<file path="src/rtl/alu4_serial_ctrl.sv">
// +--------------------------------------------------------------------------+
// | alu4_serial_ctrl: nibble-serial sequencer over one shared 4-bit ALU slice |
// | Rev 1.0                                                                   |
// +--------------------------------------------------------------------------+
`default_nettype none

module alu4_serial_ctrl #(
  parameter int NIBBLES = 4
) (
  input  logic                   clk,
  input  logic                   rst_n,
  input  logic                   in_valid,
  output logic                   in_ready,
  input  logic [2:0]             op,
  input  logic [4*NIBBLES-1:0]   a,
  input  logic [4*NIBBLES-1:0]   b,
  output logic                   out_valid,
  input  logic                   out_ready,
  output logic [4*NIBBLES-1:0]   result,
  output logic                   zero,
  output logic                   overflow,
  output logic                   carry,
  output logic                   size
);

  localparam int W     = 4 * NIBBLES;
  localparam int IDX_W = (NIBBLES > 2) ? $clog2(NIBBLES) : 1;
  localparam logic [IDX_W-1:0] LAST_IDX = IDX_W'(NIBBLES - 1);

  typedef enum logic [1:0] {
    IDLE = 2'd0,
    RUN  = 2'd1,
    DONE = 2'd2
  } state_t;

  state_t           state_q, state_d;
  logic [2:0]       op_q, op_d;
  logic [W-1:0]     a_q, a_d, b_q, b_d, result_q, result_d;
  logic [IDX_W-1:0] idx_q, idx_d;
  logic             cin_q, cin_d;
  logic             zero_q, zero_d, ovf_q, ovf_d, carry_q, carry_d, size_q, size_d;

  logic             is_arith, inv_b;
  logic [3:0]       a_nib, b_nib, nib_res;
  logic [4:0]       sum5;
  logic             nib_cout, nib_ovf;

  // Add, sub, signed-less-than and equality all go through the adder; the last three subtract.
  always_comb begin
    is_arith = (op_q[2:1] == 2'b00) || (op_q[2:1] == 2'b11);
    inv_b    = (op_q == 3'b001) || (op_q[2:1] == 2'b11);
    a_nib    = a_q[4*idx_q +: 4];
    b_nib    = inv_b ? ~b_q[4*idx_q +: 4] : b_q[4*idx_q +: 4];
    sum5     = {1'b0, a_nib} + {1'b0, b_nib} + {4'b0000, cin_q};
    nib_res  = sum5[3:0];
    nib_cout = 1'b0;
    case (op_q)
      3'b010:  nib_res = ~a_nib;
      3'b011:  nib_res = a_nib & b_nib;
      3'b100:  nib_res = a_nib | b_nib;
      3'b101:  nib_res = a_nib ^ b_nib;
      default: nib_cout = sum5[4];
    endcase
    nib_ovf = is_arith && (a_nib[3] == b_nib[3]) && (nib_res[3] != a_nib[3]);
  end

  always_comb begin
    state_d  = state_q;
    op_d     = op_q;
    a_d      = a_q;
    b_d      = b_q;
    idx_d    = idx_q;
    cin_d    = cin_q;
    result_d = result_q;
    zero_d   = zero_q;
    ovf_d    = ovf_q;
    carry_d  = carry_q;
    size_d   = size_q;
    case (state_q)
      IDLE: begin
        if (in_valid) begin
          op_d    = op;
          a_d     = a;
          b_d     = b;
          idx_d   = '0;
          cin_d   = (op == 3'b001) || (op[2:1] == 2'b11);
          state_d = RUN;
        end
      end
      RUN: begin
        result_d[4*idx_q +: 4] = nib_res;
        cin_d                  = nib_cout;
        if (idx_q == LAST_IDX) begin
          zero_d  = (result_d == '0);
          ovf_d   = nib_ovf;
          carry_d = nib_cout;
          size_d  = (op_q == 3'b110) ? (nib_res[3] ^ nib_ovf) :
                    (op_q == 3'b111) ? (result_d == '0) : 1'b0;
          state_d = DONE;
        end else begin
          idx_d = idx_q + 1'b1;
        end
      end
      DONE: begin
        if (out_ready) state_d = IDLE;
      end
      default: state_d = IDLE;
    endcase
  end

  always_ff @(posedge clk or negedge rst_n) begin
    if (!rst_n) begin
      state_q  <= IDLE;
      op_q     <= '0;
      a_q      <= '0;
      b_q      <= '0;
      idx_q    <= '0;
      cin_q    <= 1'b0;
      result_q <= '0;
      zero_q   <= 1'b0;
      ovf_q    <= 1'b0;
      carry_q  <= 1'b0;
      size_q   <= 1'b0;
    end else begin
      state_q  <= state_d;
      op_q     <= op_d;
      a_q      <= a_d;
      b_q      <= b_d;
      idx_q    <= idx_d;
      cin_q    <= cin_d;
      result_q <= result_d;
      zero_q   <= zero_d;
      ovf_q    <= ovf_d;
      carry_q  <= carry_d;
      size_q   <= size_d;
    end
  end

  assign in_ready  = (state_q == IDLE);
  assign out_valid = (state_q == DONE);
  assign result    = result_q;
  assign zero      = zero_q;
  assign overflow  = ovf_q;
  assign carry     = carry_q;
  assign size      = size_q;

endmodule

`default_nettype wire

</file>
<file path="config.mk">
export PLATFORM = sky130hd
export DESIGN_NAME = alu4_serial_ctrl
export DESIGN_NICKNAME = d
export VERILOG_FILES = /design/src/rtl/alu4_serial_ctrl.sv
export SDC_FILE = /design/constraint.sdc
export NUM_CORES = 1
export LEC_CHECK = 0
export ABC_AREA = 1
export BUFFER_PORTS_ARGS = -buffer_cell sky130_fd_sc_hd__buf_2
export CAP_MARGIN = 30
export CORE_UTILIZATION = 40
export CTS_BUF_LIST = sky130_fd_sc_hd__clkbuf_8 sky130_fd_sc_hd__clkbuf_16
export CTS_CLUSTER_SIZE = 28
export DETAILED_ROUTE_END_ITERATION = 7
export GPL_TIMING_DRIVEN = 0
export SLEW_MARGIN = 20
export SYNTH_ARGS = -nofsm -noshare
export SYNTH_HDL_FRONTEND = slang
export SYNTH_SLANG_ARGS = --single-unit
</file>
<file path="constraint.sdc">
create_clock -name clk -period 4.65 [get_ports clk]
set_clock_uncertainty 0.1 [all_clocks]
set_input_delay 0.465 -clock clk [delete_from_list [all_inputs] [get_ports clk]]
set_output_delay 0.465 -clock clk [all_outputs]
set_load 0.05 [all_outputs]
</file>
==> results.py <==
metrics = {
    "clocking": {
        "clock_path_buffers": 2,
        "cts_setup_buffers": 0,
        "htreeDepth": 3,
        "cts_tree": "yes",
        "clk_pin_slew_ns": 0.07,
        "clock_latency_ns": 0.34,
        "cts_sinks": 60,
        "ctsHoldBuffers": 0,
        "cts-root-buf": "clkbuf_8",
        "cts_resized": 0,
        "cts_made_buffers": 9,
    },
    "setup_path": {
        "cp-end-kind": "register",
        "cpMaxStageDelayCell": "dfrtp_1",
        "path_cells": "inv_2 > buf_6 > clkbuf_1 > nand2_1 > a32o_1 > xor2_1 > fa_1 > inv_1 > fa_1 > or2_1 > nand3_2 > nand2_1 > nor2_1 > nand2_1 > nor2_1 > nand2_1 > nor2_2 > nand3_1 > a21oi_2",
        "path_buf_inv": 4,
        "crit_arrival_ns": 4.14,
        "critical-path-top-delay-family": "simple AND/OR/NAND/NOR gates",
        "slowest_delay_ns": 0.48,
        "r2r_setup_slack_ns": 0.69,
        "path_class": "reg -> reg",
        "cpMostUsedCell": "nand2_1",
        "crit_required_ns": 4.83,
        "cp_max_fo": 12,
        "start_kind": "register",
    },
    "die": {
        "die_w_um": 95.55,
        "initial_core_util": 0.4197,
        "die_h_um": 95.55,
        "std_cell_rows": 33,
        "core_area_mm2": 0.008341,
        "ios": 61,
        "die_area_mm2": 0.009130,
    },
    "synthesis": {
        "synth_top_cells_by_count": "nand2_1, dfrtp_1, inv_1",
        "synth-async-reset-ratio": 1.000,
        "synthCells": 472,
        "synthFlopType": "dfrtp_1",
        "synth.largest_area_cell": "dfrtp_1",
        "synth_seq_cells": 60,
        "synth_seq_area_share": 0.4289,
        "synthDistinctLibCells": 34,
        "synth_most_common_cell": "nand2_1",
        "syn_area_mm2": 0.003501,
        "synth_edf_count": 0,
        "yosysWarnings": 0,
        "mappedNetlistNets": 527,
        "synth.avg_cell_area_um2": 7.417,
        "synth_area_leaders": "dfrtp_1, nand2_1, ha_1",
        "yosysTopAreaCellShare": 0.4289,
    },
    "layout": {
        "drive_above_1_share": 0.1743,
        "area_delta_synth_final_pct": 17.48,
        "diodes": 0,
        "nNetsFinal": 598,
        "stdcell_count": 650,
    },
    "global_routing": {
        "grt_pass1_wl_um": 14850,
        "grt_pass1_vias": 3095,
        "grt_max_degree": 61,
        "antenna_found_initial": 0,
        "grt_overflow": 0,
        "grt_usage": 0.2173,
    },
    "timing": {
        "post-route-period-util": 0.8517,
        "fin_crit_ns": 3.960,
        "final.setup.tns_ns": 0,
        "tightest_slew_ns": 0.7592,
        "slew_violations": 0,
        "rsz0062_at_grt": "false",
        "fmax_ghz": 0.2525,
        "hold_viol": 0,
        "slew_headroom": 0.4939,
        "setup_viol": 0,
    },
    "place": {
        "place.gp.congestion": 0.9147,
        "placed_cells": 637,
        "numPortBuffers": 60,
        "dp_hpwl_um": 6401,
    },
    "route": {
        "viasPerCell": 4.962,
        "wire_per_inst_um": 13.55,
        "vias": 3225,
        "wl_um": 8805,
        "ant_nets": 0,
        "drt_pre_antenna_iters": 6,
        "initialDrtViolationCount": 121,
        "drc": 0,
    },
    "outcome": {
        "outcome": "finished clean",
    },
    "job": {
        "maxCapViolations": 0,
    },
    "min_path": {
        "hold_path_class": "in -> async",
    },
}
[layout by cell type, fill, tap and decap left out, drive strengths merged, types with 6 or more instances in the layout]
cell type,instances
nand2,210
buf,65
dfrtp,60
inv,42
nor2,34
clkbuf,23
o21ai,21
nand3,20
nand4,16
ha,14
a21oi,9
a31oi,6
[final timing paths]
| kind | from | endpoint | depth (start not counted) |
|---|---|---|---|
| worst min register to register | overflow | overflow | 2 |
| worst max register to register | idx_q[0] | size | 19 |
| worst min-delay path | rst_n | op_q[2] | 1 |
| max in group asynchronous | rst_n | b_q[8] | 1 |
| min in group clk | out_ready | state_q[1] | 2 |
| worst max-delay path | idx_q[0] | size | 19 |
[final cells by class]
class | instances | area [µm²]
Clock inverter | 3 | 40.04
Fill cell | 875 | 4228
Sequential cell | 60 | 1501
Tap cell | 105 | 131.4
Multi-Input combinational cell | 352 | 1742
Buffer | 18 | 95.09
Timing Repair Buffer | 60 | 302.8
Clock buffer | 10 | 137.6
Inverter | 42 | 162.7
[per-layer routing]
| metal | wire [µm] | track usage | vias up |
|---|---|---|---|
| met5 | 0 | 0 | - |
| met4 | 202 | 0.07836 | 0 |
| met2 | 3930 | 0.3298 | 104 |
| met1 | 4207 | 0.3007 | 1460 |
| met3 | 464 | 0.05183 | 19 |
| li1 | - | - | 1642 |
[logic make-up after synthesis]
| logic type | after synthesis | share of synthesized area |
|---|---|---|
| buffers and inverters | 60 | 0.07362 |
| flip-flops | 60 | 0.4289 |
| AO/OA/AOI/OAI | 47 | 0.08149 |
| AND/OR/NAND/NOR | 284 | 0.3420 |
| adder cells (fa/ha/maj) | 16 | 0.06147 |
| XOR/XNOR | 5 | 0.01251 |
[through the flow]
stage	cell area, µm²	setup slack (ns)	utilization	hold WS [ns]
2_1_floorplan	3501	1.312	-	0.06941
3_3_place_gp	3933	0.7239	0.4715	0.3630
3_5_place_dp	3935	0.6963	0.4718	0.3591
4_1_cts	4113	0.6637	0.4931	0.1378
5_1_grt	4113	0.3120	0.4931	0.1584
6_report	4113	0.6897	0.4931	0.09896
[registers in the layout, summed over array words and instances (netlist names)]
name and flops:
state_q 2, overflow 1, idx_q 2, size 1, result 16, cin_q 1, op_q 3, zero 1
a_q 16, carry 1, b_q 16
Power is not shown: default switching activity piles up to over one toggle a cycle in this logic, so the estimate is an artifact.
